File: src/rtl/alu_mc.sv
// +------------------------------------------------------------------+
// | alu_mc : multi-cycle signed ALU (ADD/SUB/shift-add MUL/PASS)     |
// | Rev 1.0                                                          |
// +------------------------------------------------------------------+
`default_nettype none

module alu_mc #(
  parameter int N        = 8,
  parameter int FRAC_MUL = 1,
  parameter int SAT      = 1
) (
  input  logic         clk,
  input  logic         Reset,
  input  logic         Start,
  input  logic [1:0]   Op,
  input  logic [N-1:0] DataA,
  input  logic [N-1:0] DataB,
  output logic [N-1:0] Result,
  output logic         Busy,
  output logic         Done,
  output logic         Zero,
  output logic         Neg,
  output logic         Ovf
);

  typedef enum logic [0:0] {IDLE = 1'b0, MUL_RUN = 1'b1} state_t;

  localparam logic [1:0]   c_OP_ADD  = 2'b00;
  localparam logic [1:0]   c_OP_SUB  = 2'b01;
  localparam logic [1:0]   c_OP_MUL  = 2'b10;
  localparam int           c_CW      = $clog2(N);
  localparam logic [c_CW-1:0] c_LAST = c_CW'(N - 1);
  localparam logic [N-1:0] c_MAX     = {1'b0, {(N-1){1'b1}}};
  localparam logic [N-1:0] c_MIN     = {1'b1, {(N-1){1'b0}}};

  state_t            r_state, w_state_next;
  logic [2*N-1:0]    r_mcand, r_acc, w_pp, w_acc_next;
  logic [N-1:0]      r_mplier;
  logic [c_CW-1:0]   r_cnt;
  logic              w_issue, w_last, w_wr;
  logic [N:0]        w_a_ext, w_b_ext, w_sum;
  logic [N-1:0]      w_mul_field, w_raw, w_final;
  logic              w_mul_ovf, w_ovf, w_sign;

  assign w_issue = (r_state == IDLE) && Start;
  assign w_last  = (r_state == MUL_RUN) && (r_cnt == c_LAST);
  assign w_wr    = (w_issue && (Op != c_OP_MUL)) || w_last;
  assign Busy    = (r_state == MUL_RUN);

  // The multiplier's MSB carries negative weight, so the final step subtracts.
  assign w_pp       = r_mplier[0] ? r_mcand : '0;
  assign w_acc_next = w_last ? (r_acc - w_pp) : (r_acc + w_pp);

  generate
    if (FRAC_MUL != 0) begin : g_frac
      assign w_mul_field = w_acc_next[2*N-2:N-1];
      assign w_mul_ovf   = w_acc_next[2*N-1] ^ w_acc_next[2*N-2];
    end else begin : g_int
      assign w_mul_field = w_acc_next[N-1:0];
      assign w_mul_ovf   = (w_acc_next[2*N-1:N-1] != {(N+1){w_acc_next[N-1]}});
    end
  endgenerate

  assign w_a_ext = {DataA[N-1], DataA};
  assign w_b_ext = {DataB[N-1], DataB};
  assign w_sum   = (Op == c_OP_SUB) ? (w_a_ext - w_b_ext) : (w_a_ext + w_b_ext);

  always_comb begin
    w_raw   = DataA;
    w_ovf   = 1'b0;
    w_sign  = DataA[N-1];
    w_final = '0;
    if (w_last) begin
      w_raw  = w_mul_field;
      w_ovf  = w_mul_ovf;
      w_sign = w_acc_next[2*N-1];
    end else if ((Op == c_OP_ADD) || (Op == c_OP_SUB)) begin
      w_raw  = w_sum[N-1:0];
      w_ovf  = w_sum[N] ^ w_sum[N-1];
      w_sign = w_sum[N];
    end
    if ((SAT != 0) && w_ovf) w_final = w_sign ? c_MIN : c_MAX;
    else                     w_final = w_raw;
  end

  always_comb begin
    w_state_next = r_state;
    case (r_state)
      IDLE:    if (Start && (Op == c_OP_MUL)) w_state_next = MUL_RUN;
      MUL_RUN: if (w_last) w_state_next = IDLE;
      default: w_state_next = IDLE;
    endcase
  end

  always_ff @(posedge clk or posedge Reset) begin
    if (Reset) r_state <= IDLE;
    else       r_state <= w_state_next;
  end

  always_ff @(posedge clk or posedge Reset) begin
    if (Reset) begin
      Result   <= '0;
      Done     <= 1'b0;
      Zero     <= 1'b0;
      Neg      <= 1'b0;
      Ovf      <= 1'b0;
      r_mcand  <= '0;
      r_mplier <= '0;
      r_acc    <= '0;
      r_cnt    <= '0;
    end else begin
      Done <= w_wr;
      if (w_wr) begin
        Result <= w_final;
        Zero   <= (w_final == '0);
        Neg    <= w_final[N-1];
        Ovf    <= w_ovf;
      end
      if (w_issue && (Op == c_OP_MUL)) begin
        r_mcand  <= {{N{DataA[N-1]}}, DataA};
        r_mplier <= DataB;
        r_acc    <= '0;
        r_cnt    <= '0;
      end else if (r_state == MUL_RUN) begin
        r_acc    <= w_acc_next;
        r_mcand  <= r_mcand << 1;
        r_mplier <= r_mplier >> 1;
        r_cnt    <= r_cnt + 1'b1;
      end
    end
  end

endmodule

`default_nettype wire
File: config.mk
export PLATFORM = sky130hd
export DESIGN_NAME = alu_mc
export DESIGN_NICKNAME = d
export VERILOG_FILES = /design/src/rtl/alu_mc.sv
export SDC_FILE = /design/constraint.sdc
export NUM_CORES = 1
export LEC_CHECK = 0
export BUFFER_PORTS_ARGS = -buffer_cell sky130_fd_sc_hd__buf_2
export CELL_PAD_IN_SITES_DETAIL_PLACEMENT = 1
export CELL_PAD_IN_SITES_GLOBAL_PLACEMENT = 1
export CORE_MARGIN = 3
export CORE_UTILIZATION = 42
export DETAILED_ROUTE_END_ITERATION = 7
export PLACE_DENSITY_LB_ADDON = 0.08
export SYNTH_ARGS = -nofsm -noshare
export SYNTH_HDL_FRONTEND = slang
export SYNTH_SLANG_ARGS = --single-unit
export TNS_END_PERCENT = 100
File: constraint.sdc
create_clock -name clk -period 4.04 [get_ports clk]
set_input_delay 0.808 -clock clk [delete_from_list [all_inputs] [get_ports clk]]
set_output_delay 0.808 -clock clk [all_outputs]
set_load 0.02 [all_outputs]
**Word level (Yosys, flattened, before mapping)**

Cells that the tools add are included.

- Reductions and logical operators: 10
- Equal/unequal tests: 4
- Mux-type cells: 22
- Add/sub/neg operators: 5
- Bitwise gates (word level): 3

Operators with widths:

| kind | count |
|---|---|
| 16-bit 2-to-1 mux | 6 |
| 8-bit 2-to-1 mux | 6 |
| 16-bit adder | 1 |
| 16-bit subtractor | 1 |
| 8-bit by 8-bit adder with 9-bit output | 1 |
| 9-bit 2-to-1 mux | 1 |
| 8-bit by 8-bit subtractor with 9-bit output | 1 |
| 8-bit logical NOT | 1 |
| 1-bit 2-to-1 mux | 6 |
| 3-bit 2-to-1 mux | 2 |
| 1-bit logical AND | 5 |
| 3-bit by 1-bit adder with 3-bit output (second input constant) | 1 |
| 3-bit equality test (second input constant) | 1 |
| 2-bit by 1-bit equality test with 1-bit output (second input constant) | 1 |
| 2-bit equality test (second input constant) | 1 |
| 2-bit logical NOT | 1 |
| 1-bit logical OR | 2 |
| 2-bit inequality test (second input constant) | 1 |
| 1-bit one-hot mux with 2 select lines | 1 |
| 2-bit nonzero test | 1 |
| 1-bit XOR | 2 |
| 1-bit inverter | 1 |

- Logic and storage cells: 54
- Input bits: 21
- Output and inout bits: 13
- Register bits: 56

**Logic depth before layout (Yosys ltp)**

- Word-level depth: 7
- Mapped depth: 20
- Gate-level depth less buffers: 15

**Worst setup path before layout**

OpenSTA, ideal clock, no wires.

- Kind: register to register
- From: register r_state, in the netlist Busy
- To: register Ovf
- Data arrival time: 4058 ps
- Library setup time: 125 ps
- Path buffers: 5
- Data required time: 3915 ps
- Path slack: -143 ps
- Period minus slack after synthesis: 4183 ps
- Stages on the path, launching flop included: 19
- Path through: dfrtp_1 -> buf_2 -> and2_0 -> clkbuf_1 -> clkbuf_1 -> clkbuf_1 -> a21oi_1 -> xor2_1 -> nand2_1 -> ha_1 -> clkbuf_1 -> and3_1 -> nand2_1 -> a211oi_1 -> nor3b_1 -> nor3_1 -> a2bb2oi_2 -> o31ai_4 -> mux2_4

- Cells in the longest elaborated chain, start to end: 4
- Elaborated cells between the ends (all ways): 8
- Those cells by class: mux: 2; bitwise: 2; reduce/logical: 4

Ends and longest elaborated chain:

| element | RTL line | RTL |
|---|---|---|
| start: declaration | 36 | `state_t r_state, w_state_next;` |
| start signal: assignment | 97 | `else r_state <= w_state_next;` |
| 1-bit logical AND / 1-bit inverter (equally long branches) | -- |  |
| 16-bit 2-to-1 mux / 1-bit logical AND (equally long branches) | 52, 45 |  |
| 1-bit XOR / 1-bit logical AND (equally long branches) | 57, 47 |  |
| 1-bit 2-to-1 mux / 1-bit logical OR (equally long branches) | 73, 47 |  |
| end signal: assignment | 117 | `Ovf <= w_ovf;` |
| end: declaration | 23 | `output logic Ovf` |

Several ways; a longest one is shown, not always the timed one.
A chain may end at the register's enable or synchronous reset.

**Final worst setup path**

- From: register r_cnt[0]
- To: register Ovf

- Cells in the longest elaborated chain, start to end: 5
- Elaborated cells between the ends (all ways): 6
- Those cells by class: eq/ne: 1; mux: 2; bitwise: 1; reduce/logical: 2

Ends and longest elaborated chain:

| element | RTL line | RTL |
|---|---|---|
| start: declaration | 39 | `logic [c_CW-1:0] r_cnt;` |
| start signal: assignment | 128 | `r_cnt <= r_cnt + 1'b1;` |
| 3-bit equality test (*) | 46 | `assign w_last = (r_state == MUL_RUN) && (r_cnt == c_LAST);` |
| 1-bit logical AND (*) | 46 |  |
| 16-bit 2-to-1 mux | 52 | `assign w_acc_next = w_last ? (r_acc - w_pp) : (r_acc + w_pp);` |
| 1-bit XOR | 57 | `assign w_mul_ovf = w_acc_next[2*N-1] ^ w_acc_next[2*N-2];` |
| 1-bit 2-to-1 mux | 73 | `if (w_last) begin` |

Mark *: on every way between the ends. The rest lies on a longest branch, timed or not.

==> flow_summary.ini <==
[timing]
worstMarginPinSlew_ns = 1.126
finClkSkew_ns = 0.006803
fin_crit_sh_pct = 95.71
slew_viol_final = 0
holdWs_ns = 0.4944
fmax_mhz = 258.6
setup_viol = 0
relSlewSlack_pct = 24.63
layout_setup_ws_ns = 0.1732
fin_crit_ns = 3.867
finalSetupTns_ns = 0
hold_violations = 0

[finish]
fin_cells = 713
n_fill_cell = 1216
drive_above_1_share_pct = 21.90
nets = 629
antenna_cells = 0
area_growth_pct = 17.94

[power_and_ir_drop]
leakage_nw = 2.285
power_density_mw_per_mm2 = 1053
finalPower_mw = 5.512
peakVddDrop_v = 0.0004167

[worst_hold_path]
min_path_type = flop to flop
hold_depth = 2

[setup_path]
arrival_ns = 4.09
reg2regPathDepth = 17
worstPathMaxFanout = 6
critPathKind = flop to flop
worstPathRequired_ns = 4.27
endpoint_kind = flop
start_kind = flop

[die]
die_width_um = 108.8
fp.dieH_um = 108.8
die-area_mm2 = 0.01183
start_util_pct = 44.37
ioPinCount = 34
fp.coreArea_mm2 = 0.01000
rows = 36

[synth]
syn_nets = 589
synth_area_mm2 = 0.004437
ys_seq_elements = 55
yosysTopAreaCell = dfrtp_1
synth_edf_count = 0
ys_top_cells_by_count = nand2_1, dfrtp_1, a21oi_1
avgSynthCellArea_um2 = 8.231
synth_top_area_share_pct = 31.02
synthFlopType = dfrtp_1
synthCells = 539
yosysSeqAreaShare_pct = 31.02
synth_cell_types = 72
synth.most_common_cell = nand2_1
synthArstFlopShare_pct = 100.0
yosysWarnings = 0
synth_area_leaders = dfrtp_1, nand2_1, ha_1, a21oi_1, o21ai_0

[placed_design]
dpl_worst_slack_ns = -0.005754
dp_hpwl_um = 10380
gp_congestion = 0.9242
port_buffers = 33
dp.cells = 703

[global_route]
grt_first_pass_wirelength_um = 23160
grt_start_max_net_pins = 38
grt_pass1_vias = 4457
antenna_found_initial = 0
grt-ovfl-total = 0
grtUsageTotal_pct = 25.11

[clock_network]
htree_num_levels = 2
numCtsBuffers = 5
cts_tree = built
cts.sinks = 55
clk_latency_ns = 0.33
cts_buffer_depth = 2
root_buffer = clkbuf_8
clk_pin_slew_ns = 0.11

[flow_run]
maxCapViolations = 0

[route]
finalWirelength_um = 14240
viasPerCell = 5.952
drc = 0
antenna_left = 0
drt_iter0_drc = 221
drtPass1Iterations = 4
wl_per_cell_um = 19.97
vias = 4244

[run_status]
status = complete, no violations
cells by family (layout without fill, tap and decap cells):
logic type | Yosys count | count (layout) | share of synthesized area, %
simple gates | 197 | 197 | 21.12
fa+ha+maj | 29 | 29 | 8.517
buf+inv | 48 | 89 | 4.540
flops | 55 | 55 | 31.02
xor+xnor | 26 | 26 | 5.443
compound gates | 172 | 172 | 26.48
mux | 12 | 12 | 2.876
stage by stage:
stage	util [%]	area [um^2]
3_5_place_dp	48.56	4856
5_1_grt	52.33	5233
3_3_place_gp	48.56	4856
2_1_floorplan	-	4444
4_1_cts	49.74	4974
6_report	52.33	5233
cell type report:
cell class / count / area (um^2) / area share (%)
multi-input cells: 436 / 3104 / 59.33
flip-flops and latches: 55 / 1378 / 26.33
repair buffers: 64 / 409.1 / 7.819
well taps: 133 / 166.4 / 3.180
clock buffers: 6 / 72.57 / 1.387
inverters: 17 / 63.81 / 1.220
clock inverters: 2 / 38.79 / 0.7413
report_power, final:
group / switching (mW) / internal (mW) / total (mW)
Sequential: 0.221 / 0.795 / 1.02
Clock: 0.213 / 0.188 / 0.401
Combinational: 2.37 / 1.73 / 4.10
Total: 2.80 / 2.71 / 5.51
layer usage:
| metal | track usage (%) | share of wire [%] | vias to the layer above | wire, um |
|---|---|---|---|---|
| li1 | - | - | 2042 | - |
| met1 | 33.78 | 47 | 2102 | 6741 |
| met2 | 42.98 | 48 | 78 | 6867 |
| met3 | 2.783 | 2.6 | 22 | 372 |
| met4 | 6.583 | 1.8 | 0 | 260 |
| met5 | 0 | 0 | - | 0 |
critical path, stage by stage, from the launching register on:
cell and delay, ns:
dfrtp_1 0.42, ha_1 0.21, ha_1 0.20, and2_1 0.18, a21oi_2 0.13, mux2_2 0.36
o21ai_0 0.10, ha_1 0.21, buf_4 0.16, nand3_1 0.09, a21o_1 0.26, a211oi_4 0.28
buf_4 0.17, nor3b_4 0.05, o21a_4 0.23, and4bb_4 0.39, o31ai_4 0.08, mux2_4 0.27
cell usage in the layout (no fill, tap or decap), drive strengths merged, types with 9 or more instances in the layout:
| master | n |
|---|---|
| inv | 18 |
| ha | 27 |
| nand2b | 9 |
| xnor2 | 14 |
| nor2 | 28 |
| mux2i | 9 |
| o21ai | 29 |
| buf | 64 |
| a21oi | 42 |
| a21o | 9 |
| xor2 | 11 |
| nand3 | 12 |
| a22oi | 13 |
| nor3 | 13 |
| a31oi | 10 |
| o22ai | 10 |
| nand2 | 96 |
| dfrtp | 55 |
timing repair:
item | CTS | global route
pin swaps | 0 | 8
endpoints found under the setup margin | 3 | 9
cloned | 0 | 0
hold buffers | 0 | 0
gates resized for setup | 1 | 51
setup buffers | 0 | 2
flip-flops by register name, indices dropped and copies added (netlist names):
signal and cells:
Busy 1, Done 1, Ovf 1, Result 8, Zero 1, r_acc 16
r_cnt 3, r_mcand 16, r_mplier 8
final timing paths:
path                        startpoint           to  slack [ns]
hold reg to reg            r_mplier[2]  r_mplier[2]        0.49
max in group asynchronous        Reset    r_acc[10]        2.60
hold / removal             r_mplier[2]  r_mplier[2]        0.49
setup reg to reg              r_cnt[0]          Ovf        0.17
setup / recovery              r_cnt[0]          Ovf        0.17
min in group asynchronous        Reset  r_mplier[2]        0.65
Note: power is estimated with default switching activity, not from simulation.
